File: config.mk
export PLATFORM = sky130hd
export DESIGN_NAME = uart_tx_arbiter_flat
export DESIGN_NICKNAME = d
export VERILOG_FILES = /design/src/rtl/uart_tx_arbiter_if.sv /design/src/rtl/uart_tx_arbiter.sv /design/src/flat_wrapper.sv
export SDC_FILE = /design/constraint.sdc
export NUM_CORES = 1
export LEC_CHECK = 0
export ABC_AREA = 0
export BUFFER_PORTS_ARGS = -buffer_cell sky130_fd_sc_hd__buf_2
export CAP_MARGIN = 20
export CELL_PAD_IN_SITES_DETAIL_PLACEMENT = 1
export CELL_PAD_IN_SITES_GLOBAL_PLACEMENT = 1
export CORE_ASPECT_RATIO = 1.1
export CORE_MARGIN = 1.5
export CORE_UTILIZATION = 32
export CTS_CLUSTER_SIZE = 16
export DETAILED_ROUTE_END_ITERATION = 10
export PLACE_DENSITY_LB_ADDON = 0.08
export SYNTH_ARGS = -nofsm -noshare
export SYNTH_HDL_FRONTEND = slang
export SYNTH_SLANG_ARGS = --single-unit
File: constraint.sdc
create_clock -name clk -period 1.6 [get_ports clk]
set_input_delay 0.32 -clock clk [delete_from_list [all_inputs] [get_ports clk]]
set_output_delay 0.32 -clock clk [all_outputs]
set_load 0.02 [all_outputs]
File: src/rtl/uart_tx_arbiter_if.sv
// ---------------------------------------------------------------------------
// uart_tx_arbiter_if
// Requester-side bus for the shared UART transmitter. The requesters drive
// valid and data. The arbiter returns a one-hot accept pulse, the index of
// the current or last grant, and a busy flag.
//
//   req_valid  NREQ          bit i: requester i has a byte pending
//   req_data   NREQ*DATA_W   byte of requester i at [i*DATA_W +: DATA_W]
//   req_ready  NREQ          one-hot, single-cycle accept pulse
//   grant_id   GID_W         index of the current/last granted requester
//   busy       1             high from grant until the end of the stop bit
//
// master: requester side, slave: arbiter side.
// ---------------------------------------------------------------------------
interface uart_tx_arbiter_if #(
    parameter int NREQ   = 4,
    parameter int DATA_W = 8,
    parameter int GID_W  = 2
);
    logic [NREQ-1:0]        req_valid;
    logic [NREQ*DATA_W-1:0] req_data;
    logic [NREQ-1:0]        req_ready;
    logic [GID_W-1:0]       grant_id;
    logic                   busy;

    modport master (
        output req_valid, req_data,
        input  req_ready, grant_id, busy
    );

    modport slave (
        input  req_valid, req_data,
        output req_ready, grant_id, busy
    );
endinterface

File: src/rtl/uart_tx_arbiter.sv
// ---------------------------------------------------------------------------
// uart_tx_arbiter
// Shares one serial transmit line between NREQ requesters. A round-robin
// arbiter picks one pending byte and latches it. The byte is then sent
// LSB-first as an 8N1 frame, with bit timing paced by rising edges of the
// baud clock bclk (one bclk period per bit).
//
// Ports:
//   clk   in   system clock
//   rst   in   synchronous, active-high reset
//   bclk  in   baud clock; a rising edge marks a bit boundary
//   bus   slave modport of uart_tx_arbiter_if (req_valid, req_data,
//              req_ready, grant_id, busy)
//   tx    out  serial line, idle high
//
// Build option:
//   UART_TX_PARITY_EN  adds an even-parity bit between D7 and the stop bit.
//                      The frame becomes 8E1 (11 bclk periods).
//
// States:
//   state    | meaning
//   ---------+----------------------------------------------------
//   S_IDLE   | line high, arbitrate among pending requesters
//   S_ARM    | byte latched, waiting for a bit boundary to start
//   S_START  | start bit (0) on the line
//   S_DATA   | data bits D0..D7 on the line
//   S_PARITY | even parity bit on the line (parity build only)
//   S_STOP   | stop bit (1) on the line; busy drops at its end
// ---------------------------------------------------------------------------
module uart_tx_arbiter #(
    parameter int NREQ   = 4,
    parameter int DATA_W = 8,
    parameter int GID_W  = 2
) (
    input  logic                    clk,
    input  logic                    rst,
    input  logic                    bclk,
    uart_tx_arbiter_if.slave        bus,
    output logic                    tx
);

    localparam int               CNT_W     = $clog2(DATA_W);
    localparam logic [CNT_W-1:0] LAST_BIT  = CNT_W'(DATA_W - 1);
    localparam logic [GID_W-1:0] LAST_INIT = GID_W'(NREQ - 1);

    typedef enum logic [2:0] {
        S_IDLE,
        S_ARM,
        S_START,
        S_DATA,
`ifdef UART_TX_PARITY_EN
        S_PARITY,
`endif
        S_STOP
    } state_t;

    state_t             state_q, state_d;
    logic               bclk_q, bclk_d;
    logic               bedge;
    logic [DATA_W-1:0]  shift_q, shift_d;
    logic [CNT_W-1:0]   bitcnt_q, bitcnt_d;
    logic [GID_W-1:0]   last_q, last_d;
    logic [GID_W-1:0]   grant_q, grant_d;
    logic [NREQ-1:0]    ready_q, ready_d;
    logic               busy_q, busy_d;
    logic               tx_q, tx_d;
`ifdef UART_TX_PARITY_EN
    logic               par_q, par_d;
`endif

    logic               arb_found;
    logic [GID_W-1:0]   arb_idx;
    logic [GID_W-1:0]   cand;
    logic [DATA_W-1:0]  arb_data;

    assign bclk_d = bclk;
    assign bedge  = bclk & ~bclk_q;

    // Round-robin scan starting just after the last grant. Walking the
    // offsets from farthest to nearest lets the nearest valid requester
    // win by overwriting the earlier hits.
    always_comb begin
        arb_found = 1'b0;
        arb_idx   = '0;
        cand      = '0;
        for (int k = NREQ; k >= 1; k--) begin
            cand = GID_W'((int'(last_q) + k) % NREQ);
            if (bus.req_valid[cand]) begin
                arb_found = 1'b1;
                arb_idx   = cand;
            end
        end
    end

    always_comb begin
        arb_data = '0;
        for (int i = 0; i < NREQ; i++) begin
            if (arb_idx == GID_W'(i)) begin
                arb_data = bus.req_data[i*DATA_W +: DATA_W];
            end
        end
    end

    // State register: all flops of the block.
    always_ff @(posedge clk) begin
        if (rst) begin
            state_q  <= S_IDLE;
            bclk_q   <= 1'b1;
            shift_q  <= '0;
            bitcnt_q <= '0;
            last_q   <= LAST_INIT;
            grant_q  <= '0;
            ready_q  <= '0;
            busy_q   <= 1'b0;
            tx_q     <= 1'b1;
`ifdef UART_TX_PARITY_EN
            par_q    <= 1'b0;
`endif
        end else begin
            state_q  <= state_d;
            bclk_q   <= bclk_d;
            shift_q  <= shift_d;
            bitcnt_q <= bitcnt_d;
            last_q   <= last_d;
            grant_q  <= grant_d;
            ready_q  <= ready_d;
            busy_q   <= busy_d;
            tx_q     <= tx_d;
`ifdef UART_TX_PARITY_EN
            par_q    <= par_d;
`endif
        end
    end

    // Next-state logic.
    always_comb begin
        state_d = state_q;
        case (state_q)
            S_IDLE:   if (arb_found) state_d = S_ARM;
            S_ARM:    if (bedge) state_d = S_START;
            S_START:  if (bedge) state_d = S_DATA;
            S_DATA: begin
                if (bedge && (bitcnt_q == LAST_BIT)) begin
`ifdef UART_TX_PARITY_EN
                    state_d = S_PARITY;
`else
                    state_d = S_STOP;
`endif
                end
            end
`ifdef UART_TX_PARITY_EN
            S_PARITY: if (bedge) state_d = S_STOP;
`endif
            S_STOP:   if (bedge) state_d = S_IDLE;
            default:  state_d = S_IDLE;
        endcase
    end

    // Datapath and registered outputs. Without a bclk edge, every register
    // holds its value, so a stalled baud clock freezes the line.
    always_comb begin
        shift_d  = shift_q;
        bitcnt_d = bitcnt_q;
        last_d   = last_q;
        grant_d  = grant_q;
        ready_d  = '0;
        busy_d   = busy_q;
        tx_d     = tx_q;
`ifdef UART_TX_PARITY_EN
        par_d    = par_q;
`endif
        case (state_q)
            S_IDLE: begin
                tx_d = 1'b1;
                if (arb_found) begin
                    shift_d = arb_data;
                    grant_d = arb_idx;
                    last_d  = arb_idx;
                    ready_d = NREQ'(1) << arb_idx;
                    busy_d  = 1'b1;
`ifdef UART_TX_PARITY_EN
                    par_d   = ^arb_data;
`endif
                end
            end
            S_ARM: begin
                if (bedge) tx_d = 1'b0;
            end
            S_START: begin
                if (bedge) begin
                    tx_d     = shift_q[0];
                    shift_d  = shift_q >> 1;
                    bitcnt_d = '0;
                end
            end
            S_DATA: begin
                if (bedge) begin
                    if (bitcnt_q == LAST_BIT) begin
`ifdef UART_TX_PARITY_EN
                        tx_d = par_q;
`else
                        tx_d = 1'b1;
`endif
                    end else begin
                        tx_d     = shift_q[0];
                        shift_d  = shift_q >> 1;
                        bitcnt_d = bitcnt_q + 1'b1;
                    end
                end
            end
`ifdef UART_TX_PARITY_EN
            S_PARITY: begin
                if (bedge) tx_d = 1'b1;
            end
`endif
            S_STOP: begin
                if (bedge) busy_d = 1'b0;
            end
            default: begin
                tx_d = 1'b1;
            end
        endcase
    end

    assign bus.req_ready = ready_q;
    assign bus.grant_id  = grant_q;
    assign bus.busy      = busy_q;
    assign tx            = tx_q;

endmodule

File: src/flat_wrapper.sv
// flat-port wrapper written by rule: the top's interface ports become plain ports
module uart_tx_arbiter_flat 
#(
    parameter int NREQ   = 4,
    parameter int DATA_W = 8,
    parameter int GID_W  = 2
)
  (clk, rst, bclk, tx, bus_req_valid, bus_req_data, bus_req_ready, bus_grant_id, bus_busy);
  uart_tx_arbiter_if #(.NREQ(NREQ), .DATA_W(DATA_W), .GID_W(GID_W)) bus_i ();
  input  logic clk;
  input  logic rst;
  input  logic bclk;
  output logic tx;
  input wire logic [$bits(bus_i.req_valid)-1:0] bus_req_valid;
  input wire logic [$bits(bus_i.req_data)-1:0] bus_req_data;
  output wire logic [$bits(bus_i.req_ready)-1:0] bus_req_ready;
  output wire logic [$bits(bus_i.grant_id)-1:0] bus_grant_id;
  output wire logic [$bits(bus_i.busy)-1:0] bus_busy;
  assign bus_i.req_valid = bus_req_valid;
  assign bus_i.req_data = bus_req_data;
  assign bus_req_ready = bus_i.req_ready;
  assign bus_grant_id = bus_i.grant_id;
  assign bus_busy = bus_i.busy;
  uart_tx_arbiter #(.NREQ(NREQ), .DATA_W(DATA_W), .GID_W(GID_W)) u_core (.clk(clk), .rst(rst), .bclk(bclk), .bus(bus_i), .tx(tx));
endmodule
==> results.json <==
{
  "die_h_um": 73.02,
  "drtPass1Iterations": 5,
  "synth_most_common_cell": "dfxtp_1",
  "routabilityCongestion": 0.8087,
  "crit_slowest_cell": "or3_4",
  "min_period_ns": 1.529,
  "syn_inst": 168,
  "drive_above_1_share_pct": 46.15,
  "holdPathEnd": "u_core.bclk_q",
  "wire_per_inst_um": 16.88,
  "syn_nets": 209,
  "grt_pass1_wl_um": 7803,
  "die_w_um": 66.66,
  "nets": 276,
  "htreeDepth": 1,
  "dp_hpwl_um": 3789,
  "drtIter0Drc": 54,
  "r2r_slack_ns": 0.07,
  "yosys.area.top_type": "dfxtp_1",
  "power_density_nw_per_um2": 757.6,
  "cts_buffer_depth": 2,
  "initial_utilization_pct": 33.28,
  "numPortBuffers": 46,
  "peakVddDrop_v": 0.0003083,
  "drc_errors": 0,
  "ys_ff_latch": 25,
  "worst_pin_slew_ns": 0.3476,
  "root_buffer": "clkbuf_8",
  "maxCapViolations": 0,
  "fin_crit_sh_pct": 95.59,
  "insertion_delay_ns": 0.27,
  "fillers": 528,
  "min-delay-start": "bclk",
  "rr_endpoint": "u_core.last_q[1]",
  "crit_chain": "or2_4, or3_4, buf_4, a211o_1",
  "ys_top_cells_by_area": "dfxtp_1 35%, o22ai_1 5.3%, a21oi_1 4.9%",
  "cts_tree": "yes",
  "syn_area_per_cell_um2": 8.490,
  "p_total_uw": 1522,
  "reg2reg_depth": 4,
  "critPathRequiredTime_ns": 1.76,
  "coreArea_um2": 4285,
  "area_delta_synth_final_pct": 40.88,
  "setup_viol": 0,
  "crit_path_end_kind": "flop",
  "dp_worst_setup_slack_ns": -0.2130,
  "finClkSkew_ns": 0.004010,
  "synth-seq-area-share_pct": 35.09,
  "post-cts-setup-buffer-count": 0,
  "io_pins": 47,
  "synthArstFlopShare_pct": 0,
  "synth_ff_type": "dfxtp_1",
  "vias_per_cell": 5.451,
  "worstSetupPathType": "reg -> reg",
  "grt_antenna_before_repair": 0,
  "max_stage_delay_ns": 0.39,
  "start_kind": "flop",
  "path_max_fanout": 10,
  "grt_max_degree": 15,
  "synth_top_area_share_pct": 35.09,
  "antenna_left": 0,
  "fmax_mhz": 653.8,
  "rows": 25,
  "track_usage_pct": 20.45,
  "antenna_cells_inserted": 0,
  "die_area_um2": 4867,
  "cts_buffers": 3,
  "synth_warnings": 0,
  "relSlewSlack_pct": 76.78,
  "overflow": 0,
  "hold_path_depth": 2,
  "hold_violations": 0,
  "layout.cells.non_filler": 288,
  "synthesis.area_um2": 1426,
  "cts.sinks": 25,
  "grt_pass1_vias": 1681,
  "post-place-cells": 284,
  "grt_setup_unrepaired": "true",
  "r2r-start": "u_core.state_q[1]",
  "synth_cell_type_count": 48,
  "power.leakage_uw": 0.0008465,
  "routed_wirelength_um": 4860,
  "clk_pin_slew_worst_paths_ns": 0.09,
  "hold_path.class": "in -> reg",
  "synth_edf_count": 0,
  "synth_common_cells": "25 x dfxtp_1, 14 x a21oi_1, 13 x nor2_1",
  "outcome": "complete, no violations",
  "worst_ep_arrival_time_ns": 1.69,
  "slew_violations": 0,
  "via_count": 1570,
  "final.setup.worst_slack_ns": 0.07052
}
==> flip-flops by register name (all words and copies together) (netlist names), 2 cells and up <==
name                  flops
u_core.bus.req_ready      4
u_core.bus.grant_id       2
u_core.bitcnt_q           3
u_core.shift_q            8
u_core.state_q            3
u_core.last_q             2
==> final cells by class <==
class                           count  area [um2]  area share, %
Inverter                            3       11.26         0.5604
Clock inverter                      1       5.005         0.2491
Clock buffer                        3       41.29          2.055
Multi-Input combinational cell    126       917.1          45.64
Sequential cell                    25       504.2          25.09
Tap cell                           54       67.56          3.362
Timing Repair Buffer               76       462.9          23.04
==> routing by layer <==
layer | vias up | track usage, % | wire length (um)
met4 | 0 | 5.442 | 69
met2 | 29 | 38.11 | 2579
li1 | 776 | - | -
met3 | 6 | 2.160 | 121
met5 | - | 0 | 0
met1 | 759 | 24.60 | 2089
==> what timing repair did <==
item / in CTS / in global routing
setup endpoints to repair: 10 / 13
resized for setup: 11 / 10
hold buffers: 0 / 0
pin swaps: 0 / 2
==> critical path, delay by kind of cell (launching register included) <==
kind | cells | cell delay [ns]
DFF | 1 | 0.32
AOI/OAI and AO/OA | 1 | 0.28
buffers and inverters | 1 | 0.18
and+or+nand+nor | 2 | 0.64
==> cell families (layout without fill, tap and decap cells) <==
group,after synthesis,count (layout),synth area share [%]
AO/OA/AOI/OAI,61,61,30.70
buffers and inverters,17,83,5.877
flip-flops,25,25,35.09
adder cells (fa/ha/maj),2,2,1.754
AND/OR/NAND/NOR,63,63,26.58
==> power breakdown <==
group / internal, uW / total (uW) / switching (uW) / leakage, uW
sequential: 671 / 709 / 37.8 / 0.000206
clock: 174 / 382 / 208 / 0.0000255
combinational: 211 / 432 / 220 / 0.000615
total: 1060 / 1520 / 466 / 0.000846
==> stage by stage <==
stage,utilization [%],setup TNS (ns),hold WS (ns),instance area [um2]
detailed placement,44.03,-0.9013,0.4599,1887
global route,46.89,-0.01209,0.2617,2009
global placement,44.03,-0.3043,0.4436,1887
CTS,45.93,0,0.2571,1968
floorplan,-,-0.006099,0.4238,1443
finish,46.89,0,0.2588,2009
==> placed cells by master (no fill, tap or decap), types with 4 or more instances in the layout <==
master	netlist	routed
buf_4	1	28
nor2b_1	8	6
a21oi_1	14	13
nor2_1	13	13
a21oi_2	4	5
nor3_1	4	4
dfxtp_1	25	22
and3_1	6	4
buf_2	7	46
o22ai_1	12	12
o221ai_1	7	6
nand2_1	7	6
==> worst max path at each step <==
stage,depth (start not counted),slack (ns),startpoint,endpoint
after detailed placement,7,-0.21,bus_req_valid[1],u_core.shift_q[7]
after floorplan,7,-0.002,u_core.state_q[1],u_core.shift_q[5]
after CTS,5,0.003,u_core.state_q[1],u_core.shift_q[0]
after global placement,7,-0.15,bus_req_valid[1],u_core.shift_q[7]
after global routing,5,-0.01,u_core.state_q[1],u_core.shift_q[0]
final,4,0.07,u_core.state_q[1],u_core.last_q[1]
Power figures use the tool's default switching activity.
